--- config.mk ---
export PLATFORM = sky130hd
export DESIGN_NAME = memory_access_block
export DESIGN_NICKNAME = d
export VERILOG_FILES = /design/src/rtl/memory_access_block_pkg.sv /design/src/rtl/load_store_align.sv /design/src/rtl/memory_access_block.sv
export SDC_FILE = /design/constraint.sdc
export NUM_CORES = 1
export LEC_CHECK = 0
export BUFFER_PORTS_ARGS = -buffer_cell sky130_fd_sc_hd__buf_4
export CORE_AREA = 2 2 100 102
export CTS_CLUSTER_DIAMETER = 50
export DETAILED_ROUTE_END_ITERATION = 10
export DIE_AREA = 0 0 102 104
export MAX_ROUTING_LAYER = met4
export PLACE_DENSITY = 0.69
export SYNTH_ARGS = -nofsm -noshare
export SYNTH_HDL_FRONTEND = slang
export SYNTH_SLANG_ARGS = --single-unit
--- constraint.sdc ---
create_clock -name clk_i -period 2.1 [get_ports clk_i]
set_input_delay 0.21 -clock clk_i [delete_from_list [all_inputs] [get_ports clk_i]]
set_output_delay 0.21 -clock clk_i [all_outputs]
set_load 0.02 [all_outputs]
--- src/rtl/memory_access_block_pkg.sv ---
// rtl/memory_access_block_pkg.sv - shared types, constants and access decode for the MEM stage
package memory_access_block_pkg;

    localparam int WORD       = 32;
    localparam int ADDR_WIDTH = 4;

    typedef enum logic {MEM_WRITE_DIS = 1'b0, MEM_WRITE_EN = 1'b1} mem_write_signal;
    typedef enum logic {REG_WRITE_DIS = 1'b0, REG_WRITE_EN = 1'b1} reg_file_write_sig;
    typedef enum logic {SRC_ALU = 1'b0, SRC_MEM = 1'b1} reg_file_data_source;

    typedef enum logic [1:0] {BYTE = 2'd0, HALF = 2'd1, WORD_ACC = 2'd2} mem_access_size;
    typedef enum logic {IDLE = 1'b0, WAIT = 1'b1} mem_stage_state;

    localparam logic [3:0] OPA_LS_REG      = 4'b0101;
    localparam logic [3:0] OPA_LS_WORD_IMM = 4'b0110;
    localparam logic [3:0] OPA_LS_BYTE_IMM = 4'b0111;
    localparam logic [3:0] OPA_LS_HALF_IMM = 4'b1000;
    localparam logic [3:0] OPA_LS_SP       = 4'b1001;

    typedef struct packed {
        logic           is_signed;
        mem_access_size size;
    } access_decode_t;

    // Size/signedness from instruction[15:9]; non-memory opA falls back to a word view.
    function automatic access_decode_t decode_access(input logic [6:0] op);
        access_decode_t d;
        d.is_signed = 1'b0;
        d.size      = WORD_ACC;
        case (op[6:3])
            OPA_LS_REG: begin
                case (op[2:0])
                    3'b001, 3'b101: d.size = HALF;
                    3'b010, 3'b110: d.size = BYTE;
                    3'b011: begin
                        d.size      = BYTE;
                        d.is_signed = 1'b1;
                    end
                    3'b111: begin
                        d.size      = HALF;
                        d.is_signed = 1'b1;
                    end
                    default: d.size = WORD_ACC;
                endcase
            end
            OPA_LS_BYTE_IMM: d.size = BYTE;
            OPA_LS_HALF_IMM: d.size = HALF;
            default:         d.size = WORD_ACC;
        endcase
        return d;
    endfunction

endpackage

--- src/rtl/load_store_align.sv ---
// rtl/load_store_align.sv - byte-lane steering, store replication and load extension
module load_store_align
    import memory_access_block_pkg::*;
(
    input  mem_access_size   size,
    input  logic             is_signed,
    input  logic [1:0]       addr_lo,
    input  logic [WORD-1:0]  store_data,
    input  logic [WORD-1:0]  rdata,
    output logic [3:0]       be,
    output logic [WORD-1:0]  wdata,
    output logic [WORD-1:0]  load_data,
    output logic             misaligned
);

    logic [7:0]  byte_sel;
    logic [15:0] half_sel;

    always_comb begin
        byte_sel   = rdata[7:0];
        half_sel   = addr_lo[1] ? rdata[31:16] : rdata[15:0];
        be         = 4'b1111;
        wdata      = store_data;
        load_data  = rdata;
        misaligned = 1'b0;
        case (addr_lo)
            2'd1:    byte_sel = rdata[15:8];
            2'd2:    byte_sel = rdata[23:16];
            2'd3:    byte_sel = rdata[31:24];
            default: byte_sel = rdata[7:0];
        endcase
        case (size)
            BYTE: begin
                be        = 4'b0001 << addr_lo;
                wdata     = {4{store_data[7:0]}};
                load_data = is_signed ? {{24{byte_sel[7]}}, byte_sel} : {24'b0, byte_sel};
            end
            HALF: begin
                be         = 4'b0011 << {addr_lo[1], 1'b0};
                wdata      = {2{store_data[15:0]}};
                load_data  = is_signed ? {{16{half_sel[15]}}, half_sel} : {16'b0, half_sel};
                misaligned = addr_lo[0];
            end
            default: begin
                misaligned = |addr_lo;
            end
        endcase
    end

endmodule

--- src/rtl/memory_access_block.sv ---
// rtl/memory_access_block.sv - MEM pipeline stage: data memory handshake, stall and MEM/WB register
module memory_access_block
    import memory_access_block_pkg::*;
(
    input  logic                    clk_i,
    input  logic                    reset_i,
    input  logic                    is_valid_i,
    input  mem_write_signal         mem_write_en_i,
    input  reg_file_write_sig       reg_file_write_en_i,
    input  reg_file_data_source     reg_file_data_source_i,
    input  logic [6:0]              opA_opB_i,
    input  logic [ADDR_WIDTH-1:0]   reg_dest_addr_i,
    input  logic [WORD-1:0]         alu_result_i,
    input  logic [WORD-1:0]         reg_2_data_i,
    input  logic [WORD-1:0]         dmem_rdata_i,
    input  logic                    dmem_ack_i,
    output logic                    dmem_req_o,
    output logic                    dmem_we_o,
    output logic [WORD-1:0]         dmem_addr_o,
    output logic [3:0]              dmem_be_o,
    output logic [WORD-1:0]         dmem_wdata_o,
    output logic                    stall_o,
    output logic                    misaligned_o,
    output reg_file_write_sig       reg_write_en_MEM_o,
    output logic [ADDR_WIDTH-1:0]   reg_dest_MEM_o,
    output logic [WORD-1:0]         reg_data_MEM_o,
    output logic                    is_valid_o,
    output reg_file_write_sig       reg_file_write_en_o,
    output logic [ADDR_WIDTH-1:0]   reg_dest_addr_o,
    output logic [WORD-1:0]         reg_write_data_o
);

    mem_stage_state state_q, state_d;
    access_decode_t dec;
    logic           is_store;
    logic           is_load;
    logic           mem_access;
    logic           align_misaligned;
    logic [WORD-1:0] load_data;

    assign dec        = decode_access(opA_opB_i);
    assign is_store   = (mem_write_en_i == MEM_WRITE_EN);
    assign is_load    = (reg_file_data_source_i == SRC_MEM);
    assign mem_access = is_valid_i & (is_store | is_load);

    load_store_align u_align (
        .size       (dec.size),
        .is_signed  (dec.is_signed),
        .addr_lo    (alu_result_i[1:0]),
        .store_data (reg_2_data_i),
        .rdata      (dmem_rdata_i),
        .be         (dmem_be_o),
        .wdata      (dmem_wdata_o),
        .load_data  (load_data),
        .misaligned (align_misaligned)
    );

    assign dmem_addr_o = {alu_result_i[WORD-1:2], 2'b00};
    assign dmem_we_o   = dmem_req_o & is_store;

    // Forwarding comes straight from EX/MEM; load data is never forwarded from here.
    assign reg_write_en_MEM_o = (is_valid_i && !is_load) ? reg_file_write_en_i : REG_WRITE_DIS;
    assign reg_dest_MEM_o     = reg_dest_addr_i;
    assign reg_data_MEM_o     = alu_result_i;

    always_ff @(posedge clk_i) begin
        if (reset_i) begin
            state_q <= IDLE;
        end else begin
            state_q <= state_d;
        end
    end

    always_comb begin
        state_d      = state_q;
        dmem_req_o   = 1'b0;
        stall_o      = 1'b0;
        misaligned_o = 1'b0;
        if (!reset_i) begin
            case (state_q)
                IDLE: begin
                    if (mem_access) begin
                        dmem_req_o   = 1'b1;
                        misaligned_o = align_misaligned;
                        if (!dmem_ack_i) begin
                            stall_o = 1'b1;
                            state_d = WAIT;
                        end
                    end
                end
                WAIT: begin
                    dmem_req_o = 1'b1;
                    if (dmem_ack_i) begin
                        state_d = IDLE;
                    end else begin
                        stall_o = 1'b1;
                    end
                end
                default: state_d = IDLE;
            endcase
        end
    end

    // A stalled cycle inserts a bubble; stores complete valid but never write back.
    always_ff @(posedge clk_i) begin
        if (reset_i) begin
            is_valid_o          <= 1'b0;
            reg_file_write_en_o <= REG_WRITE_DIS;
            reg_dest_addr_o     <= '0;
            reg_write_data_o    <= '0;
        end else if (stall_o) begin
            is_valid_o          <= 1'b0;
            reg_file_write_en_o <= REG_WRITE_DIS;
        end else begin
            is_valid_o          <= is_valid_i;
            reg_file_write_en_o <= (is_valid_i && !is_store) ? reg_file_write_en_i : REG_WRITE_DIS;
            reg_dest_addr_o     <= reg_dest_addr_i;
            reg_write_data_o    <= is_load ? load_data : alu_result_i;
        end
    end

endmodule

==> metrics.md <==
| Metric | Value |
|---|---|
| Area grow syn2layout | `56.94%` |
| Largest net degree at the start of global routing | `26` |
| Maximum clock frequency | `roughly 510 MHz` |
| Clock sinks | `39` |
| Max H-tree Level | `2` |
| Peak supply drop | `0.2620 mV` |
| Gr ovfl total | `0` |
| Synth Cell Area | `0.003048 sq mm` |
| Launch point of the worst reg-to-reg path | `state_q$_DFF_P_` |
| Yosys cell types | `47` |
| Crit path capture type | `output pin` |
| CTS tree | `done` |
| Power per Cell Area | `~550 mW/mm^2` |
| R2R Path End | `reg_write_data_o[8]$_SDFFE_PP0N_` |
| Worst-margin pin slew | `a little under 0.8 ns` |
| Outcome | `completed` |
| Most frequent cells in the layout | `buf_4 (277), nand2_1 (83), dfxtp_1 (39)` |
| Post-synthesis sequential area ratio | `25.62%` |
| Cell count after synthesis | `412` |
| Worst R2R Setup Slack | `0.70 ns` |
| Number of synthesized flops with an enable pin | `0` |
| HP Class | `primary input to flop` |
| Slew HR | `48.62%` |
| Critical path arrival | `approximately 1.8 ns` |
| Fin nets | `713` |
| Pre-CTS setup slack | `slightly below 0.07 ns` |
| Slew Limit Fails | `0` |
| Share of layout cells above drive strength 1 | `50.17%` |
| Fin cells | `733` |
| Final WL | `12.30 mm` |
| Avg Inst Size Synth | `7.398 sq um` |
| GRT Util Overall | `between 20% and 30%` |
| Hold slack | `slightly below 0.1 ns` |
| Dpl cells | `~730` |
| Placer congestion estimate | `0.9337` |
| Starting DRT DRC Count | `175` |
| Period utilization | `approximately 94%` |
| FP Rows | `36` |
| Max cap viols | `0` |
| Die Width | `102 microns` |
| Async set-reset flop share out of synthesis | `0%` |
| Worst Hold Path EP | `reg_file_write_en_o$_SDFF_PP0_` |
| Vias in the first global route | `3422` |
| Final period demand of the worst path | `1.968 ns` |
| Routed Antenna Nets | `0` |
| Critical Path Source Type | `primary input` |
| PnR worst setup slack | `0.1316 ns` |
| Final setup fails | `0` |
| Die ar. | `0.01061 sq mm` |
| CTS Buffer Depth | `2` |
| Top-Level Pins | `261` |
| Top fanout value on the critical path | `14` |
| Routed wire per std cell | `approximately 17 microns` |
| YS warnings | `0` |
| Final Core Density | `roughly half` |
| DP Area | `0.004666 sq mm` |
| CTS resizes | `0` |
| Worst Skew | `0.003118 ns` |
| # DRC | `0` |
| Number of cells on the worst hold path | `2` |
| Commonest non-fill, non-tap cell in the layout | `buf_4` |
| Ant diodes | `0` |
| Total power | `2.620 mW` |
| CTS buffer count | `5` |
| First-pass GRT wire length | `roughly 18 mm` |
| Clk pin slew, worst setup/hold paths | `0.08 ns` |
| Post-synth top flop | `dfxtp_1` |
| Clock latency on the worst-skew pair | `~0.29 ns` |
| WS Path Type | `primary input to output pin` |
| Via density | `4.918` |
| Fin Setup TNS | `0 ns` |
| Post-CTS setup buffers | `0` |
| Cells on worst reg2reg path | `5` |
| Yosys top cell by area | `dfxtp_1` |
| Count of state elements after synthesis | `39` |
| RSZ-0062 raised after global routing | `no` |
| Root Driver | `clkbuf_8` |
| Initial antenna violation count | `0` |
| Fin. Hold Viols | `0` |
| Area share of the largest cell type after synthesis | `25.62%` |
| Initial Util | `around a third` |
| Die height | `104 microns` |
| IO buf count | `258` |
| Via count | `3605` |
| Design area | `between 0.004 and 0.005 sq mm` |
| Hold Crit Start | `mem_write_en_i` |
| Post-DP HPWL | `9.927 mm` |
| Placeable Area | `0.009549 sq mm` |
| P_leak | `2.395 nW` |
| Hold Buf Count CTS | `0` |
| Critical Path RT | `1.89 ns` |
| Initial DRT Pass Iterations | `4` |
| Largest cells by area after synthesis | `dfxtp_1 (26%), buf_4 (19%), nand2_1 (10%)` |
[area by class of cell]
| cell class | count | area (sq um) |
|---|---|---|
| fill | 942 | 4766 |
| clock inverter | 2 | 35.03 |
| sequential | 39 | 780.7 |
| timing repair buffer | 278 | 2100 |
| inverter | 2 | 7.507 |
| multi-input combinational | 273 | 1612 |
| clock buffer | 6 | 82.58 |
| tap | 133 | 166.4 |
[power by group]
group | total, mW | internal, mW | leakage, nW | switching [mW]
Clock | 0.664 | 0.385 | 0.0612 | 0.280
Combinational | 1.12 | 0.509 | 2.01 | 0.611
Sequential | 0.836 | 0.803 | 0.324 | 0.0336
[flip-flops by register name, summed over array words and instances (netlist names)]
name                 count
reg_write_data_o        32
reg_dest_addr_o          4
is_valid_o               1
reg_file_write_en_o      1
state_q                  1
[cells in the mapped netlist, types with 6 or more instances]
library cell and n:
a211oi_1 21, a21oi_1 23, a31oi_1 7, buf_4 77
clkbuf_1 19, dfxtp_1 39, mux2i_1 8, nand2_1 83
nor2_1 23, nor2b_1 11, o21ai_0 20, o221ai_1 7
o22ai_1 15, o31ai_1 6
[how the worst max path moves through the flow]
| stage | from | endpoint | slack [ns] | cells after the start |
|---|---|---|---|---|
| 6_report | opA_opB_i[6] | dmem_be_o[0] | 0.13 | 5 |
| 5_1_grt | opA_opB_i[6] | dmem_be_o[0] | 0.07 | 5 |
| 4_1_cts | opA_opB_i[6] | dmem_be_o[0] | 0.13 | 5 |
| 3_5_place_dp | alu_result_i[1] | reg_write_data_o[8]$_SDFFE_PP0N_ | 0.07 | 6 |
| 3_3_place_gp | opA_opB_i[6] | reg_write_data_o[4]$_SDFFE_PP0N_ | 0.16 | 6 |
| 2_1_floorplan | opA_opB_i[0] | misaligned_o | 0.11 | 6 |
[routing by layer]
metal | track usage (%) | vias to the layer above | wire (microns)
li1 | - | 1748 | -
met1 | 28.27 | 1685 | 5173
met2 | 38.44 | 162 | 6290
met3 | 3.091 | 10 | 704
met4 | 3.810 | 0 | 135
met5 | - | - | 0
[worst max-delay path, stage by stage]
cell      delay (ns)
buf_4           0.12
nand3b_1        0.22
o21ai_2         0.66
o211ai_4        0.29
buf_4           0.25
[cells by family (layout without fill, tap and decap cells)]
| logic type | count (synthesis) | count (layout) | share of synthesized area, % |
|---|---|---|---|
| AND/OR/NAND/NOR | 140 | 140 | 20.85 |
| AO/OA/AOI/OAI | 122 | 122 | 28.00 |
| buffers and inverters | 101 | 288 | 22.04 |
| flip-flops | 39 | 39 | 25.62 |
| multiplexers | 9 | 9 | 3.366 |
| other | 1 | 2 | 0.1230 |
No activity file was read; power rests on OpenSTA's default activity.
